## src/rtl/video_pkg.sv

```systemverilog
// Shared types and frame geometry for the LCD framebuffer write path.
package video_pkg;

  localparam int H_PIXELS       = 160;
  localparam int V_LINES        = 144;
  localparam int BYTES_PER_LINE = H_PIXELS / 4;
  localparam int FB_BYTES       = BYTES_PER_LINE * V_LINES;
  localparam int FB_ADDR_WIDTH  = 13;

  typedef enum logic [1:0] {
    BLANK  = 2'd0,
    ACTIVE = 2'd1,
    DRAIN  = 2'd2
  } writer_state_t;

  typedef struct packed {
    logic [FB_ADDR_WIDTH-1:0] addr;
    logic [7:0]               data;
  } fb_entry_t;

  // Byte offset of the first byte of a line: line*40 built from two shifts
  // so no multiplier is needed.
  function automatic logic [FB_ADDR_WIDTH-1:0] lineBaseAddr(input logic [7:0] line);
    return {line, 5'b00000} + {2'b00, line, 3'b000};
  endfunction

endpackage

```

## src/rtl/fb_write_fifo.sv

```systemverilog
// Small first-word-fall-through FIFO that buffers packed bytes on their way
// to the framebuffer RAM. The head entry is always visible on o_data.
module fb_write_fifo #(
  parameter int WIDTH = 21,
  parameter int DEPTH = 4
) (
  input  logic             clock,
  input  logic             reset_n,
  input  logic             i_push,
  input  logic [WIDTH-1:0] i_data,
  input  logic             i_pop,
  output logic [WIDTH-1:0] o_data,
  output logic             o_full,
  output logic             o_empty
);

  localparam int PTR_W = $clog2(DEPTH);

  logic [WIDTH-1:0] r_mem [DEPTH];
  logic [PTR_W:0]   r_wrPtr;
  logic [PTR_W:0]   r_rdPtr;
  logic             w_doPop;
  logic             w_doPush;

  assign o_empty  = (r_wrPtr == r_rdPtr);
  assign o_full   = (r_wrPtr[PTR_W] != r_rdPtr[PTR_W]) &&
                    (r_wrPtr[PTR_W-1:0] == r_rdPtr[PTR_W-1:0]);
  assign w_doPop  = i_pop & ~o_empty;
  assign w_doPush = i_push & (~o_full | w_doPop);
  assign o_data   = r_mem[r_rdPtr[PTR_W-1:0]];

  // Storage is cleared on reset so the head reads zero until the first push.
  always_ff @(posedge clock or negedge reset_n) begin
    if (!reset_n) begin
      for (int i = 0; i < DEPTH; i++) begin
        r_mem[i] <= '0;
      end
    end else if (w_doPush) begin
      r_mem[r_wrPtr[PTR_W-1:0]] <= i_data;
    end
  end

  // Pointers carry one extra wrap bit to tell full from empty.
  always_ff @(posedge clock or negedge reset_n) begin
    if (!reset_n) begin
      r_wrPtr <= '0;
      r_rdPtr <= '0;
    end else begin
      if (w_doPush) begin
        r_wrPtr <= r_wrPtr + {{PTR_W{1'b0}}, 1'b1};
      end
      if (w_doPop) begin
        r_rdPtr <= r_rdPtr + {{PTR_W{1'b0}}, 1'b1};
      end
    end
  end

endmodule

```

## src/rtl/lcd_framebuffer_writer.sv

```systemverilog
// Packs the video controller's 2-bit pixels into bytes, queues them toward a
// double-banked framebuffer RAM and flips the bank once a frame is committed.
module lcd_framebuffer_writer
  import video_pkg::*;
#(
  parameter int FIFO_DEPTH = 4,
  parameter int ADDR_WIDTH = FB_ADDR_WIDTH
) (
  input  logic                  clock,
  input  logic                  reset_n,
  input  logic                  lcd_on,
  input  logic [7:0]            line_count,
  input  logic [1:0]            pixel_data,
  input  logic                  pixel_latch,
  input  logic                  vsync,
  output logic [ADDR_WIDTH-1:0] fb_addr,
  output logic [7:0]            fb_data,
  output logic                  fb_bank,
  output logic                  fb_wr_req,
  input  logic                  fb_wr_ack,
  output logic                  frame_done,
  output logic                  overflow,
  output logic                  overrun
);

  writer_state_t r_state;
  writer_state_t w_nextState;
  logic          w_frameDoneNext;

  logic          r_prevVsync;
  logic [7:0]    r_prevLine;
  logic [7:0]    r_xCount;
  logic [5:0]    r_pack;
  logic          r_bank;
  logic          r_frameDone;
  logic          r_overflow;
  logic          r_overrun;

  logic          w_lineChange;
  logic          w_vsyncRise;
  logic          w_captureOk;
  logic          w_capture;
  logic          w_inRange;
  logic [7:0]    w_xEff;
  logic [5:0]    w_packEff;
  logic          w_push;
  logic          w_pop;
  logic          w_full;
  logic          w_empty;
  fb_entry_t     w_pushEntry;
  fb_entry_t     w_head;

  // A line change restarts the byte in the same cycle, so a pixel arriving
  // together with the new line number lands at x=0 of the new line.
  assign w_lineChange = (line_count != r_prevLine);
  assign w_vsyncRise  = vsync & ~r_prevVsync;
  assign w_captureOk  = (r_state == ACTIVE) && lcd_on;
  assign w_xEff       = w_lineChange ? 8'd0 : r_xCount;
  assign w_packEff    = w_lineChange ? 6'd0 : r_pack;
  assign w_capture    = w_captureOk && pixel_latch && (line_count < 8'(V_LINES));
  assign w_inRange    = (w_xEff < 8'(H_PIXELS));
  assign w_push       = w_capture && w_inRange && (w_xEff[1:0] == 2'b11);
  assign w_pop        = fb_wr_req & fb_wr_ack;

  // The fourth pixel of a group completes the byte and goes straight into the FIFO.
  always_comb begin
    w_pushEntry      = '0;
    w_pushEntry.addr = lineBaseAddr(line_count) + {7'b0000000, w_xEff[7:2]};
    w_pushEntry.data = {w_packEff, pixel_data};
  end

  fb_write_fifo #(
    .WIDTH ($bits(fb_entry_t)),
    .DEPTH (FIFO_DEPTH)
  ) u_fifo (
    .clock   (clock),
    .reset_n (reset_n),
    .i_push  (w_push),
    .i_data  (w_pushEntry),
    .i_pop   (w_pop),
    .o_data  (w_head),
    .o_full  (w_full),
    .o_empty (w_empty)
  );

  assign fb_wr_req  = ~w_empty;
  assign fb_addr    = ADDR_WIDTH'(w_head.addr);
  assign fb_data    = w_head.data;
  assign fb_bank    = r_bank;
  assign frame_done = r_frameDone;
  assign overflow   = r_overflow;
  assign overrun    = r_overrun;

  // Frame sequencing: wait for the top of a frame, capture, then drain the FIFO.
  always_comb begin
    w_nextState     = r_state;
    w_frameDoneNext = 1'b0;
    if (!lcd_on) begin
      w_nextState = BLANK;
    end else begin
      case (r_state)
        BLANK: begin
          if (!vsync && (line_count == 8'd0)) begin
            w_nextState = ACTIVE;
          end
        end
        ACTIVE: begin
          if (w_vsyncRise) begin
            w_nextState = DRAIN;
          end
        end
        DRAIN: begin
          if (w_empty) begin
            w_frameDoneNext = 1'b1;
            w_nextState     = BLANK;
          end
        end
        default: w_nextState = BLANK;
      endcase
    end
  end

  // State register plus the frame-complete pulse and bank flip it produces.
  always_ff @(posedge clock or negedge reset_n) begin
    if (!reset_n) begin
      r_state     <= BLANK;
      r_frameDone <= 1'b0;
      r_bank      <= 1'b0;
    end else begin
      r_state     <= w_nextState;
      r_frameDone <= w_frameDoneNext;
      if (w_frameDoneNext) begin
        r_bank <= ~r_bank;
      end
    end
  end

  // One-cycle history of vsync and line number for edge/change detection.
  always_ff @(posedge clock or negedge reset_n) begin
    if (!reset_n) begin
      r_prevVsync <= 1'b0;
      r_prevLine  <= 8'd0;
    end else begin
      r_prevVsync <= vsync;
      r_prevLine  <= line_count;
    end
  end

  // Pixel column and partial byte; anything half-built outside capture is thrown away.
  always_ff @(posedge clock or negedge reset_n) begin
    if (!reset_n) begin
      r_xCount <= 8'd0;
      r_pack   <= 6'd0;
    end else if (!w_captureOk) begin
      r_xCount <= 8'd0;
      r_pack   <= 6'd0;
    end else if (w_capture && w_inRange) begin
      r_xCount <= w_xEff + 8'd1;
      r_pack   <= {w_packEff[3:0], pixel_data};
    end else if (w_lineChange) begin
      r_xCount <= 8'd0;
      r_pack   <= 6'd0;
    end
  end

  // Sticky error flags: a byte lost to a full FIFO, or a pixel past the line end.
  always_ff @(posedge clock or negedge reset_n) begin
    if (!reset_n) begin
      r_overflow <= 1'b0;
      r_overrun  <= 1'b0;
    end else begin
      if (w_push && w_full && !w_pop) begin
        r_overflow <= 1'b1;
      end
      if (w_capture && !w_inRange) begin
        r_overrun <= 1'b1;
      end
    end
  end

endmodule
```

## config.mk

```make
export PLATFORM = sky130hd
export DESIGN_NAME = lcd_framebuffer_writer
export DESIGN_NICKNAME = d
export VERILOG_FILES = /design/src/rtl/video_pkg.sv /design/src/rtl/fb_write_fifo.sv /design/src/rtl/lcd_framebuffer_writer.sv
export SDC_FILE = /design/constraint.sdc
export NUM_CORES = 1
export LEC_CHECK = 0
export CAP_MARGIN = 20
export CORE_ASPECT_RATIO = 0.75
export CORE_MARGIN = 3
export CORE_UTILIZATION = 40
export CTS_CLUSTER_DIAMETER = 120
export CTS_CLUSTER_SIZE = 20
export DETAILED_ROUTE_END_ITERATION = 10
export PLACE_DENSITY_LB_ADDON = 0.2
export SLEW_MARGIN = 40
export SYNTH_ARGS = -nofsm -noshare
export SYNTH_HDL_FRONTEND = slang
export SYNTH_HIERARCHICAL = 1
export SYNTH_SLANG_ARGS = --single-unit
```

## constraint.sdc

```tcl
create_clock -name clock -period 3.38 [get_ports clock]
set_input_delay 0.676 -clock clock [delete_from_list [all_inputs] [get_ports clock]]
set_output_delay 0.676 -clock clock [all_outputs]
set_load 0.05 [all_outputs]
```

==> summary by stage <==
Clock tree
TritonCTS created 17 clock buffers. The clock tree from TritonCTS is built. The insertion delay of the later-clocked pin in the worst-skew pair is 420 ps. CTS saw 119 sinks. The number of buffers between clock root and the deepest sink is 2. The level count of the clock H-tree is 4. The cell at the root of the clock tree is sky130_fd_sc_hd__clkbuf_16. After clock tree synthesis, the clock-pin slew on the worst setup and hold paths is 60 ps.

Synth
After synthesis, the share of cell area in mux cells is 0.239. The area share of the largest cell type after synthesis is 0.493. Of the total synthesized cell area, the portion taken by AND, OR, NAND and NOR gates is 0.0837. The synthesized cell area is 6040 sq um.

The number of enable-type register cells in the synthesized netlist is 0. Among all flip-flop cells after synthesis, the most frequent one is sky130_fd_sc_hd__dfrtp_1. The main combinational cell family by area after synthesis is multiplexers.

The number of storage elements in the synthesis netlist is 119. After technology mapping, the gate count stands at 435. Of the synthesized area, sequential elements account for 0.493.

The post-synthesis compound-gate area fraction is 0.0697. Yosys printed 6 warnings. The xor/xnor cell area share of the yosys netlist is 0.0375.

The commonest cells after synthesis are 119 x sky130_fd_sc_hd__dfrtp_1, 69 x sky130_fd_sc_hd__mux2_1, 21 x sky130_fd_sc_hd__ha_1, 21 x sky130_fd_sc_hd__mux4_2, 20 x sky130_fd_sc_hd__and3_1. Of the total synthesized cell area, the portion taken by full adders, half adders and majority gates is 0.0502. The async set-reset flop share out of synthesis is 1.00. Summed over all instances, the cell type with the most area after synthesis is sky130_fd_sc_hd__dfrtp_1. The average size of a mapped cell is 13.9 sq um. The number of nets in the synthesized netlist is 474.

The count of unique library cells instantiated by Yosys is 56. sky130_fd_sc_hd__dfrtp_1 is the most common cell in the netlist. After synthesis, the cell types taking the most area are sky130_fd_sc_hd__dfrtp_1 49%, sky130_fd_sc_hd__mux2_1 13%, sky130_fd_sc_hd__mux4_2 7.8%.

Setup path
The kind of critical path is in2reg. The register-to-register path setup slack is 70 ps. The first element of the critical path is line_count[1]. The data required time at the worst endpoint is 3680 ps. For the worst flop-to-flop path, the logic depth is 10. The top fanout value on the critical path is 4. In this run the critical register-to-register path is captured at u_fifo/r_mem[83]. STA classifies the critical path endpoint as a flip-flop. The worst setup path is launched from an input pin. The critical register-to-register path startpoint is r_prevLine[1]. The data arrival time of the critical path is 3640 ps.

Timing
The aggregate negative setup slack is 0 ps. Setup violations remaining at the end of the flow were counted as 0. The post-route minimum period is 3340 ps.

The final hold violation count is 0. For the pin with the worst max-slew slack, the measured transition is 713 ps. Setup repair after global routing could not meet its margin everywhere. The count of pins over their slew limit is 0. The achievable clock frequency is 299 MHz. Headroom to the max-slew limit came out at 0.523. The clock tree skew after final layout is 8.04 ps. Dividing the final minimum period by the clock period gives 0.989.

Global route
The first global-routing pass estimated 22,300 microns of wire. Entering global routing, the biggest net connects 61 pins. The number of global-route vias before repair is 4,143.

The met2 global-route usage is 0.254. The routing usage on met3 is 0.0464. Across every metal layer, demand over resource in global routing totals 0.174. For met1 alone, demand over resource in global routing was 0.254. The initial antenna violation count was 0.

After global routing the overflow that remains totals 0. The highest-utilization routing layer at the global route stage is met1.

Route
For this run, the detailed router's first-pass iteration total came to 5. Summed over all layers, the routed wires come to 13,100 microns. Dividing the detail-routed wire length by the instance count gives 18.0 microns. The routed layout has 3,878 vias. The first routing iteration left 234 violations.

The via density per instance is 5.31. For this run, design rule violations remaining after detail routing come to 0. The residual antenna-violating net count after detailed routing is 0.

Floorplan
42 I/O pins were placed. The total die area is 16,600 sq um. In this run the standard cell core region covers 14,600 sq um. The width of the die is 148 microns. The die height is 112 microns.

The initial utilization of the core area, before any placement, comes to 0.414. The placement row count is 38.

Hold path
In this run the worst hold path is classified as in2async.

Layout
Once layout is complete, the cells apart from fillers number 730. In the final layout, the share of cells above drive strength 1 is 0.291. The finished cells cover 7740 sq um. At the end of the flow, the number of nets in the layout was 557.

The final core utilization is 0.531. The repair_antennas step left the layout with diodes totalling 0. The layout overhead on the synthesized area is 28.3%.

Power and ir drop
The power density normalized to cell area is 454 nW/um^2. Summing internal, switching and leakage power gives 3520 uW. The leakage power of the design is 0.00369 uW. VDD sags by at most 0.336 mV.

Run
Across the run, the number of max-cap violations was 0.

Placed design
The placer congestion estimate is 0.802. After detailed placement, the total cell area comes to 7010 sq um. Including well taps, the total number of placed cells is 694. Port buffering added 41 buffers. The half-perimeter wire length after placement is 9170 microns.

Outcome
The run finished with clean final reports.
[cell usage in the layout, fill, tap and decap left out, types with 5 or more instances in the layout]
cell type                         instances
sky130_fd_sc_hd__dfrtp_1                117
sky130_fd_sc_hd__and3_1                  18
sky130_fd_sc_hd__buf_12                   8
sky130_fd_sc_hd__xnor2_1                  8
sky130_fd_sc_hd__xor2_1                   5
sky130_fd_sc_hd__inv_1                    5
sky130_fd_sc_hd__nand2_1                  8
sky130_fd_sc_hd__clkbuf_16               17
sky130_fd_sc_hd__mux2_2                  15
sky130_fd_sc_hd__nor3_1                   7
sky130_fd_sc_hd__nor2_1                   9
sky130_fd_sc_hd__and2_1                   5
sky130_fd_sc_hd__mux4_2                  21
sky130_fd_sc_hd__xor2_2                   7
sky130_fd_sc_hd__clkdlybuf4s50_1         31
sky130_fd_sc_hd__buf_4                   39
sky130_fd_sc_hd__a21oi_1                  9
sky130_fd_sc_hd__nand3_1                 17
sky130_fd_sc_hd__mux2_1                  69
sky130_fd_sc_hd__ha_1                    18
[state kept, by name (all words and copies together), names as in the netlist]
signal and count:
u_fifo/r_mem 84, r_prevLine 8, r_xCount 8, r_pack 6, u_fifo/r_rdPtr 3, u_fifo/r_wrPtr 3
r_state 2, fb_bank 1, frame_done 1, overflow 1, overrun 1, r_prevVsync 1
[critical path, cell delays in order]
cell and delay (ps):
sky130_fd_sc_hd__buf_2 130, sky130_fd_sc_hd__xor2_2 190, sky130_fd_sc_hd__nor4_4 350, sky130_fd_sc_hd__and3_4 230
sky130_fd_sc_hd__fa_1 450, sky130_fd_sc_hd__fa_2 380, sky130_fd_sc_hd__a21o_1 200, sky130_fd_sc_hd__a221o_1 330
sky130_fd_sc_hd__o41ai_2 230, sky130_fd_sc_hd__xnor2_1 170, sky130_fd_sc_hd__mux2_4 290
[logic make-up (layout without fill, tap and decap cells)]
logic type | Yosys count | after routing
buf+inv | 27 | 122
xor+xnor | 22 | 22
simple gates | 88 | 88
fa+ha+maj | 23 | 23
mux | 107 | 107
flops | 119 | 119
compound gates | 49 | 49
[timing repair]
action | in CTS | in global routing
gates resized for setup | 34 | 10
buffers inserted | 2 | 3
hold buffers | 0 | 0
setup endpoints to repair | 54 | 12
pin swaps | 13 | 10
hold endpoints to repair | 0 | 0
[metal layers]
metal | up-vias | share of wire
met5 | - | 0
met3 | 11 | 0.037
li1 | 1801 | -
met1 | 2005 | 0.51
met2 | 61 | 0.45
met4 | 0 | 0.0082
[through the flow]
stage	hold slack [ps]	setup slack [ps]
2_1_floorplan	380	-256
5_1_grt	189	-46.6
4_1_cts	174	-89.7
6_report	176	37.2
3_3_place_gp	457	-720
3_5_place_dp	461	-820
[where the power goes]
group	total (uW)	internal [uW]	switching (uW)	leakage (uW)
logic	210	81.3	129	0.00177
registers	1440	1430	3.70	0.00163
clock network	1870	1220	649	0.000292
[cell type report]
cell class,count,area [sq um]
Multi-Input combinational cell,289,3070
Fill cell,1262,6850
Clock buffer,18,429
Timing Repair Buffer,86,813
Inverter,5,18.8
Sequential cell,119,2980
Clock inverter,13,180
Tap cell,200,250
[how the worst max path moves through the flow]
stage,to,slack [ps],depth (start not counted)
2_1_floorplan,u_fifo/r_mem[20],-260,11
3_3_place_gp,u_fifo/r_mem[20],-720,11
3_5_place_dp,u_fifo/r_mem[83],-820,11
4_1_cts,u_fifo/r_mem[83],-90,12
5_1_grt,u_fifo/r_mem[83],-50,12
6_report,u_fifo/r_mem[83],40,11
(Power assumes the default switching activity.)
